### src/rtl/divide_arbiter.sv
// divide_arbiter: round-robin share of one combinational divider among 4 ports (req/operand buses in; grant/done/done_id/busy strobes and registered quotient/remainder/zeroflag out)
module serial_divide_uu #(
  parameter int SIZE = 16
) (
  input  logic [SIZE-1:0] dividend,
  input  logic [SIZE-1:0] divisor,
  output logic [SIZE-1:0] quotient,
  output logic [SIZE-1:0] remainder,
  output logic            div_by_zero
);
  logic [SIZE:0] t;
  always_comb begin
    t = '0;
    quotient = '0;
    remainder = '0;
    for (int i = SIZE - 1; i >= 0; i--) begin
      t = {remainder, dividend[i]};
      quotient[i] = t >= {1'b0, divisor};
      remainder = quotient[i] ? SIZE'(t - {1'b0, divisor}) : t[SIZE-1:0];
    end
  end
  assign div_by_zero = divisor == '0;
endmodule

module divide_arbiter #(
  parameter int SIZE = 16,
  parameter int CALC_CYCLES = 2
) (
  input  logic              clk,
  input  logic              reset,
  input  logic [3:0]        req,
  input  logic [4*SIZE-1:0] dividend_bus,
  input  logic [4*SIZE-1:0] divisor_bus,
  output logic [3:0]        grant,
  output logic [3:0]        done,
  output logic [1:0]        done_id,
  output logic              busy,
  output logic [SIZE-1:0]   quotient,
  output logic [SIZE-1:0]   remainder,
  output logic              zeroflag
);
  localparam int CW = CALC_CYCLES > 1 ? $clog2(CALC_CYCLES) : 1;
  typedef enum logic [1:0] {IDLE, CALC, DONE} state_t;
  state_t state;
  logic [1:0] ptr, win;
  logic [CW-1:0] cnt;
  logic [SIZE-1:0] op_a, op_b, d_q, d_r;
  logic d_z;
  serial_divide_uu #(.SIZE(SIZE)) u_div (
    .dividend(op_a),
    .divisor(op_b),
    .quotient(d_q),
    .remainder(d_r),
    .div_by_zero(d_z)
  );
  // scan from the highest offset down so the port closest to ptr wins
  always_comb begin
    win = '0;
    for (int k = 3; k >= 0; k--) win = req[ptr + 2'(k)] ? ptr + 2'(k) : win;
  end
  assign busy = state != IDLE;
  always_ff @(posedge clk or posedge reset) begin
    if (reset) begin
      state <= IDLE;
      ptr <= '0;
      cnt <= '0;
      grant <= '0;
      done <= '0;
      done_id <= '0;
      quotient <= '0;
      remainder <= '0;
      zeroflag <= '0;
      op_a <= '0;
      op_b <= '0;
    end else begin
      case (state)
        IDLE: if (|req) begin
          op_a <= dividend_bus[win*SIZE +: SIZE];
          op_b <= divisor_bus[win*SIZE +: SIZE];
          done_id <= win;
          grant <= 4'b1 << win;
          cnt <= CW'(CALC_CYCLES - 1);
          state <= CALC;
        end
        CALC: begin
          grant <= '0;
          if (cnt != '0) cnt <= cnt - 1'b1;
          else begin
            quotient <= d_z ? '1 : d_q;
            remainder <= d_z ? op_a : d_r;
            zeroflag <= d_z;
            done <= 4'b1 << done_id;
            ptr <= done_id + 2'd1;
            state <= DONE;
          end
        end
        DONE: begin
          done <= '0;
          state <= IDLE;
        end
        default: state <= IDLE;
      endcase
    end
  end
endmodule

### config.mk
export PLATFORM = sky130hd
export DESIGN_NAME = divide_arbiter
export DESIGN_NICKNAME = d
export VERILOG_FILES = /design/src/rtl/divide_arbiter.sv
export SDC_FILE = /design/constraint.sdc
export NUM_CORES = 1
export LEC_CHECK = 0
export BUFFER_PORTS_ARGS = -buffer_cell sky130_fd_sc_hd__buf_2
export CAP_MARGIN = 20
export CORE_ASPECT_RATIO = 0.9
export CORE_MARGIN = 2
export CORE_UTILIZATION = 57
export CTS_CLUSTER_SIZE = 14
export DETAILED_ROUTE_END_ITERATION = 16
export PLACE_DENSITY_LB_ADDON = 0.12
export SLEW_MARGIN = 20
export SYNTH_ARGS = -nofsm -noshare
export SYNTH_HDL_FRONTEND = slang
export SYNTH_SLANG_ARGS = --single-unit
### constraint.sdc
create_clock -name clk -period 50.7 [get_ports clk]
set_input_delay 5.07 -clock clk [delete_from_list [all_inputs] [get_ports clk]]
set_output_delay 5.07 -clock clk [all_outputs]
set_load 0.02 [all_outputs]
---- Word-level counts from Yosys, hierarchy flattened ----
Index checks and enable logic that the tools add are counted.
cells by class
  add/sub/neg operators ................... 21
  multiply operators ...................... 0
  divide/modulo/power cells ............... 0
  magnitude comparators ................... 20
  eq/ne operators ......................... 4
  shifts and indexed selects .............. 4
  muxes and demuxes ....................... 40
  bitwise gates (word level) .............. 1
  reductions and logical operators ........ 11
operators by type and width
  kind                                                        count
  two-way mux 16 bit                                          18
  greater-or-equal comparator 17 x 16 -> 1 bit                15
  subtractor 16 bit                                           15
  variable part select 64 x 7 -> 16 bit                       2
  greater-or-equal comparator 1 x 16 -> 1 bit                 1
  zero test 16 bit                                            1
  case mux 4 bit (2 select lines)                             2
  subtractor 1 x 16 -> 16 bit                                 1
  less-than comparator 2 x 3 -> 1 bit, second input constant  4
  two-way mux 2 bit                                           6
  AND reduction 2 bit                                         5
  binary-select mux 1 bit (select 2 bit)                      4
  two-way mux 4 bit                                           2
  left shift 1 x 2 -> 4 bit, first input constant             2
  two-way mux 1 bit                                           6
  nonzero test 2 bit                                          3
  adder 2 x 1 -> 2 bit, second input constant                 2
  adder 2 bit, second input constant                          2
  != test 2 bit, second input constant                        2
  case mux 2 bit (2 select lines)                             1
  OR reduction 4 bit                                          1
  == test 2 x 1 -> 1 bit, second input constant               1
  == test 2 bit, second input constant                        1
  zero test 2 bit                                             1
  3 further kinds                                             3
storage, ports and cells
  register bits after elaboration ......... 80
  bits in latches ......................... 0
  RAM bits ................................ 0
  bits in read-only memories .............. 0
  input bits .............................. 134
  output and inout bits ................... 44
  logic and storage cells ................. 112
  memories ................................ 0

---- Depth between registers and ports, before layout ----
Gate-level depths: netlist (run 1).
  word-level depth ........................ 33
  mapped depth ............................ 274
  mapped depth without buffers ............ 256

---- Hierarchy ----
Synthesis (run 1) repeated with hierarchy kept, for this count alone.
second synthesis, totals
  cells, all modules ...................... 2350
  area, all modules ....................... 18094.9 um^2
modules (own cells, without submodules)
  module            times used  cells each  area each (um^2)  sequential area each (um^2)
  serial_divide_uu  1           1911        13843.3           0.0
  divide_arbiter    1           439         4251.6            2001.9

---- Least setup slack after synthesis (run 1) ----
No wires, ideal clock.
  path type ............................... reg-to-reg
  from .................................... reg op_b[1]
  to ...................................... reg remainder[0]
  library setup time ...................... 0.124 ns
  data arrival time ....................... 47.463 ns
  data required time ...................... 50.576 ns
  slack ................................... 3.113 ns
  stages on the path, launching flop included .. 267
  path buffers ............................ 23
  period minus slack after synthesis ...... 47.587 ns
  cells stage by stage .................... dfrtp_1 inv_1 ha_1 clkbuf_1 o211ai_1 clkbuf_1 nor3_1 ha_1 clkbuf_1 a21oi_1 o211ai_1 o22ai_1 or2_2 clkbuf_1 and3_1 clkbuf_1 o21ai_0 ha_1 (+231 left out) a21boi_0 o21ai_0 nand2_1 and2_1 o21ai_0 nand2_1 and2_1 o21ai_0 nand2_1 and2_1 o21ai_0 nand2b_1 a211oi_1 inv_1 a21oi_1 buf_2 a211oi_1 o31a_1
between the ends
  longest elaborated chain between the ends .. 33
  elaborated cells on any way between the ends .. 49
  those cells by class .................... add/sub: 15; order compare: 16; mux: 17; reduce/logical: 1
RTL lines
  item                                                                                               line    RTL
  start: declaration                                                                                 47      logic [SIZE-1:0] op_a, op_b, d_q, d_r;
  start signal: assignment                                                                           79      op_b <= divisor_bus[win*SIZE +: SIZE];
  subtractor 1 x 16 -> 16 bit / greater-or-equal comparator 1 x 16 -> 1 bit (equally long branches)  19, 18
  two-way mux 16 bit                                                                                 19      remainder = quotient[i] ? SIZE'(t - {1'b0, divisor}) : t[SIZE-1:0];
  subtractor 16 bit / greater-or-equal comparator 17 x 16 -> 1 bit (equally long branches)           19, 18
  two-way mux 16 bit                                                                                 19
  subtractor 16 bit / greater-or-equal comparator 17 x 16 -> 1 bit (equally long branches)           19, 18
  two-way mux 16 bit                                                                                 19
  subtractor 16 bit / greater-or-equal comparator 17 x 16 -> 1 bit (equally long branches)           19, 18
  two-way mux 16 bit                                                                                 19
  (+17 left out)                                                                                     -
  two-way mux 16 bit                                                                                 19
  subtractor 16 bit / greater-or-equal comparator 17 x 16 -> 1 bit (equally long branches)           19, 18
  two-way mux 16 bit                                                                                 19
  subtractor 16 bit / greater-or-equal comparator 17 x 16 -> 1 bit (equally long branches)           19, 18
  two-way mux 16 bit                                                                                 19
  greater-or-equal comparator 17 x 16 -> 1 bit                                                       18      quotient[i] = t >= {1'b0, divisor};
  two-way mux 16 bit                                                                                 19
  two-way mux 16 bit *                                                                               90      remainder <= d_z ? op_a : d_r;
  end signal: assignment                                                                             90
  end: declaration                                                                                   39      output logic [SIZE-1:0] remainder,
Mark *: on every way between the ends. The rest lies on a longest branch, timed or not.
A chain may end at the register's enable or synchronous reset.

---- Final worst setup path (run 1) ----
  from .................................... reg op_a[15]
  to ...................................... reg remainder[14]
between the ends
  longest elaborated chain between the ends .. 33
  elaborated cells on any way between the ends .. 49
  those cells by class .................... add/sub: 16; order compare: 16; mux: 17
RTL lines
  item                                                                                               line    RTL
  start: declaration                                                                                 47
  start signal: assignment                                                                           78      op_a <= dividend_bus[win*SIZE +: SIZE];
  subtractor 1 x 16 -> 16 bit / greater-or-equal comparator 1 x 16 -> 1 bit (equally long branches)  19, 18
  two-way mux 16 bit *                                                                               19
  subtractor 16 bit / greater-or-equal comparator 17 x 16 -> 1 bit (equally long branches)           19, 18
  two-way mux 16 bit *                                                                               19
  subtractor 16 bit / greater-or-equal comparator 17 x 16 -> 1 bit (equally long branches)           19, 18
  two-way mux 16 bit *                                                                               19
  subtractor 16 bit / greater-or-equal comparator 17 x 16 -> 1 bit (equally long branches)           19, 18
  two-way mux 16 bit *                                                                               19
  (+17 left out)                                                                                     -
  two-way mux 16 bit *                                                                               19
  subtractor 16 bit / greater-or-equal comparator 17 x 16 -> 1 bit (equally long branches)           19, 18
  two-way mux 16 bit *                                                                               19
  greater-or-equal comparator 17 x 16 -> 1 bit / subtractor 16 bit (equally long branches)           18, 19
  two-way mux 16 bit *                                                                               19
  subtractor 16 bit / greater-or-equal comparator 17 x 16 -> 1 bit (equally long branches)           19, 18
  two-way mux 16 bit *                                                                               19
  two-way mux 16 bit *                                                                               90
Marked as above.

==> results.sh, run 1 <==
export IMPL_slowest_delay_ps=500
export IMPL_finClkSkew_ps=10.98
export IMPL_synth_top_area_share_pct=16.97
export IMPL_pre_cts_ws_ps=485.9
export IMPL_first_global_vias=18340
export IMPL_outcome="finished clean"
export IMPL_fin_crit_sh_pct=92.51
export IMPL_avgSynthCellArea_sq_um=7.248
export IMPL_worstSetupPathType="flop to flop"
export IMPL_die_x_um=191.7
export IMPL_stdcell_count=3067
export IMPL_first_pass_iters=6
export IMPL_cts_buffer_depth=2
export IMPL_slew_headroom_pct=32.07
export IMPL_ys_seq_area_share_pct=11.08
export IMPL_ys_top_cells_by_area="ha_1 17%, dfrtp_1 11%, mux2_2 7.2%"
export IMPL_fin_area_sq_mm=0.02007
export IMPL_cts_htree_levels=3
export IMPL_synth_edff_count=0
export IMPL_mostFrequentLayoutCell="nand2_1"
export IMPL_yosysUniqueCellTypes=84
export IMPL_crit_top_cell="o21ai_0"
export IMPL_dp_hpwl_um=48650
export IMPL_final_cell_mix="325 x nand2_1, 244 x ha_1, 214 x o21ai_0"
export IMPL_hold_viol_final=0
export IMPL_via_per_inst=6.337
export IMPL_syn_area_sq_mm=0.01807
export IMPL_setup_viol=0
export IMPL_tightest_slew_ps=1018
export IMPL_drc=0
export IMPL_crit_path_end_kind="flop"
export IMPL_drt_iter0_markers=1802
export IMPL_die_area_sq_mm=0.03314
export IMPL_antenna_cells=0
export IMPL_wl_per_cell_um=20.49
export IMPL_core_sq_mm=0.03106
export IMPL_cts_tree="built"
export IMPL_maxSlewViolCount=0
export IMPL_synth_seq_cells=80
export IMPL_drv_cap=0
export IMPL_cp_start_kind="flop"
export IMPL_fmax_ghz=0.02132
export IMPL_grt_usage_pct=37.20
export IMPL_crit_fanout=22
export IMPL_async_reset_ff_share_pct=100.0
export IMPL_fin_crit_ps=46900
export IMPL_clkLatencyLatePin_ps=350
export IMPL_port_buffer_count=177
export IMPL_drive_gt1_share_pct=16.74
export IMPL_hold_path_class="flop to flop"
export IMPL_setup_slack_ps=3799
export IMPL_vias=19440
export IMPL_cts_made_buffers=9
export IMPL_wirelength_um=62840
export IMPL_dp_cells=3039
export IMPL_grt_pass1_wl_um=98240
export IMPL_numClockSinks=80
export IMPL_grt_overflow_total=0
export IMPL_synth_main_ff_cell="dfrtp_1"
export IMPL_synthToLayoutAreaGrowth_pct=11.06
export IMPL_clk_pin_slew_ps=70
export IMPL_die_y_um=172.9
export IMPL_syn_num_nets=2887
export IMPL_synth_cells=2493
export IMPL_cts_hold_buf=0
export IMPL_antenna_found_initial=0
export IMPL_ys_warn_count=0
export IMPL_root_buffer="clkbuf_16"
export IMPL_place_area_sq_mm=0.01945
export IMPL_ios=178
export IMPL_critPathSlowestCell="or4_1"
export IMPL_detail_route_antenna_nets=0
export IMPL_num_rows=61
export IMPL_worstPathArrival_ps=47140
export IMPL_grt_max_degree=81
export IMPL_cp_required_ps=50940
export IMPL_place_congestion=0.9921
export IMPL_yosysTopAreaCell="ha_1"
export IMPL_fin_tns_setup_ps=0
export IMPL_nNetsFinal=3047
export IMPL_start_util_pct=58.17
## logic make-up after synthesis
group / count (synthesis) / synth area share, %
buffers and inverters: 233 / 5.083
AO/OA/AOI/OAI: 734 / 25.71
adder cells (fa/ha/maj): 260 / 18.63
AND/OR/NAND/NOR: 888 / 23.13
XOR/XNOR: 151 / 7.319
multiplexers: 147 / 9.051
flip-flops: 80 / 11.08
## cell usage after synthesis, types with 11 or more instances
cell	instances
and3_1	23
nand3_1	79
o21a_1	28
nor3_1	50
a21boi_0	39
mux2i_1	22
xnor2_1	102
a21o_1	73
o21bai_1	12
clkbuf_1	57
a31oi_1	16
o21ai_0	232
nand4_1	56
nor2b_1	47
inv_1	153
a211oi_1	32
o211ai_1	21
mux2_2	116
nand2_1	328
and2_1	16
ha_1	245
fa_1	15
or3_1	15
dfrtp_1	80
a21oi_1	161
o31ai_1	15
xor2_1	49
nor4_1	20
a211o_1	11
nor2_1	177
or2_2	18
nand2b_1	33
## routing by layer
layer  global-route usage, %  vias to the layer above  wire [um]
met3                   5.033                      160       4914
met2                   58.78                      792      27720
met1                   51.83                     9106      27710
met5                       0                        -          0
met4                   12.85                        0       2498
li1                        -                     9378          -
## sequential cells by signal, summed over array words and instances (netlist names)
signal,flops
zeroflag,1
grant,4
ptr,2
state,2
cnt,1
done,4
remainder,16
op_a,16
done_id,2
quotient,16
op_b,16
## critical path: cells and delay by family (launching register included)
kind	cells	cell delay (ps)
AND/OR/NAND/NOR	54	8870
multiplexers	8	2750
adder cells (fa/ha/maj)	17	5040
AO/OA/AOI/OAI	143	26370
buffers and inverters	22	3250
flip-flops	1	410
## path summary, 6_finish.rpt
| check | startpoint | slack (ps) | end | depth (start not counted) |
|---|---|---|---|---|
| setup reg to reg | op_a[15] | 3800 | remainder[14] | 244 |
| hold reg to reg | op_a[9] | 500 | op_a[9] | 2 |
| max in group asynchronous | reset | 45250 | quotient[7] | 3 |
| hold / removal | op_a[9] | 500 | op_a[9] | 2 |
| min in group asynchronous | reset | 4900 | op_b[3] | 3 |
| setup / recovery | op_a[15] | 3800 | remainder[14] | 244 |
## cell type report
| type | count | area [sq um] |
|---|---|---|
| multi-input cells | 2181 | 15410 |
| well taps | 409 | 511.7 |
| clock inverters | 6 | 50.05 |
| inverters | 155 | 583.1 |
| flip-flops and latches | 80 | 2002 |
| fillers | 2802 | 11000 |
| clock buffers | 10 | 239.0 |
| repair buffers | 226 | 1270 |
## stage by stage
step / util, % / hold slack, ps
detailed placement: 62.60 / 471.8
CTS: 63.53 / 492.4
floorplan: - / 449.8
global route: 64.60 / 523.3
finish: 64.60 / 496.5
global placement: 62.60 / 459.4
## what timing repair did
action	in CTS	in global routing
endpoints found under the setup margin	0	18
gates resized for setup	0	72
setup buffers	0	11
Power of run 1 is left out: the tool's default activity adds up to more than one toggle a clock period on the data nets, which glitch-free logic cannot reach.
==> run 2, diff against run 1 <==
--- a/config.mk
+++ b/config.mk
@@ -7,9 +7,10 @@
 export LEC_CHECK = 0
 export BUFFER_PORTS_ARGS = -buffer_cell sky130_fd_sc_hd__buf_2
 export CAP_MARGIN = 20
-export CORE_ASPECT_RATIO = 0.9
+export CORE_ASPECT_RATIO = 0.8
 export CORE_MARGIN = 2
 export CORE_UTILIZATION = 57
+export CTS_BUF_LIST = sky130_fd_sc_hd__clkbuf_2 sky130_fd_sc_hd__clkbuf_4 sky130_fd_sc_hd__clkbuf_8
 export CTS_CLUSTER_SIZE = 14
 export DETAILED_ROUTE_END_ITERATION = 16
 export PLACE_DENSITY_LB_ADDON = 0.12
==> results.sh, run 2 (synthesis results as in run 1) <==
export IMPL_worstSetupPathType="flop to flop"
export IMPL_final_cell_mix="327 x nand2_1, 239 x ha_1, 210 x o21ai_0"
export IMPL_setup_viol=0
export IMPL_drv_cap=0
export IMPL_crit_buf_inv=23
export IMPL_detail_route_antenna_nets=0
export IMPL_fin_crit_sh_pct=92.38
export IMPL_cts_htree_levels=3
export IMPL_place_congestion=0.9932
export IMPL_multi_input_area_sq_mm=0.01545
export IMPL_hold_viol_final=0
export IMPL_vias=19620
export IMPL_antenna_cells=0
export IMPL_crit_fanout=24
export IMPL_slowest_delay_ps=500
export IMPL_crit_family="compound AO/OA/AOI/OAI gates"
export IMPL_seqCellArea_sq_mm=0.002002
export IMPL_cp_start_kind="flop"
export IMPL_mostFrequentLayoutCell="nand2_1"
export IMPL_die_x_um=203.1
export IMPL_crit_path_end_kind="flop"
export IMPL_core_sq_mm=0.03135
export IMPL_hold_start="op_a[11]"
export IMPL_r2r_slack_ps=3860
export IMPL_fin_tns_setup_ps=0
export IMPL_nNetsFinal=3050
export IMPL_drive_gt1_share_pct=17.21
export IMPL_maxSlewViolCount=0
export IMPL_grt_overflow_total=0
export IMPL_grt_pass1_wl_um=97180
export IMPL_ios=178
export IMPL_cp_required_ps=50930
export IMPL_critPathSlowestCell="or4_1"
export IMPL_grt_usage_pct=36.97
export IMPL_outcome="finished clean"
export IMPL_clkLatencyLatePin_ps=390
export IMPL_root_buffer="clkbuf_8"
export IMPL_cts_made_buffers=9
export IMPL_drt_iter0_markers=1940
export IMPL_fill_cells=2925
export IMPL_drc=0
export IMPL_hold_path_class="flop to flop"
export IMPL_first_global_vias=18170
export IMPL_dp_hpwl_um=48860
export IMPL_r2r_start="op_a[15]"
export IMPL_slew_headroom_pct=25.13
export IMPL_antenna_found_initial=0
export IMPL_port_buffer_count=177
export IMPL_cts_hold_buf=0
export IMPL_wirelength_um=62760
export IMPL_worstPathArrival_ps=47070
export IMPL_start_util_pct=57.63
export IMPL_clk_pin_slew_ps=100
export IMPL_fmax_ghz=0.02135
export IMPL_wl_per_cell_um=20.37
export IMPL_tightest_slew_ps=1116
export IMPL_numClockSinks=80
export IMPL_die_area_sq_mm=0.03315
export IMPL_num_rows=58
export IMPL_finClkSkew_ps=23.55
export IMPL_crit_top_cell="o21ai_0"
export IMPL_grt_max_degree=72
export IMPL_cts_buffer_depth=2
export IMPL_synthToLayoutAreaGrowth_pct=10.99
export IMPL_die_y_um=163.2
export IMPL_first_pass_iters=6
export IMPL_fin_crit_ps=46840
export IMPL_cts_tree="built"
export IMPL_via_per_inst=6.367
export IMPL_crit_start="op_a[15]"
-- run 2: cell count changes in the layout (fill, tap and decap cells not counted), sizes merged --
cell / change
nor2: -1
buf: +4
inv: +2
clkinvlp: -2
-- run 2: worst reg2reg max path, delay by kind of cell, from the launching register on --
| family | cells | cell delay, ps |
|---|---|---|
| flip-flops | 1 | 470 |
| AND/OR/NAND/NOR | 50 | 8610 |
| multiplexers | 10 | 3330 |
| adder cells (fa/ha/maj) | 16 | 4960 |
| AO/OA/AOI/OAI | 141 | 25880 |
| buffers and inverters | 23 | 3480 |
-- run 2: worst paths after layout --
check / to / cells past startpoint
max in group asynchronous: grant[3] / 3
worst min register to register: op_a[11] / 2
worst max-delay path: remainder[10] / 240
min in group asynchronous: quotient[6] / 2
worst max register to register: remainder[10] / 240
worst min-delay path: op_a[11] / 2
-- run 2: final cells by class --
| type | count | area share [%] |
|---|---|---|
| Clock inverter | 6 | 0.2371 |
| Timing Repair Buffer | 230 | 6.520 |
| Tap cell | 420 | 2.620 |
| Sequential cell | 80 | 9.983 |
| Multi-Input combinational cell | 2180 | 77.05 |
| Inverter | 155 | 2.907 |
| Clock buffer | 10 | 0.6863 |
-- run 2: per-layer routing --
layer	part of all wire [%]	GRT usage [%]	wire length, um
met1	45	51.86	28150
met3	8.4	5.068	5257
met5	0	0	0
met2	43	58.17	27050
met4	3.6	12.87	2289
-- run 2: per-stage QoR --
stage,utilization (%),instance area [sq um],hold WS (ps),cells,worst slack [ps]
2_1_floorplan,-,18070,449.8,2493,3113
3_3_place_gp,62.26,19520,468.5,3057,2364
3_5_place_dp,62.26,19520,475.0,3057,765.0
4_1_cts,62.85,19700,495.2,3073,482.9
5_1_grt,63.97,20050,532.8,3081,-187.3
6_report,63.97,20050,489.2,3081,3863
-- run 2: repair_timing --
action                                  CTS  global route
buffers inserted                          0             8
gates resized for setup                   0            91
endpoints found under the setup margin    0            18
Power of run 2 is left out for the same reason.
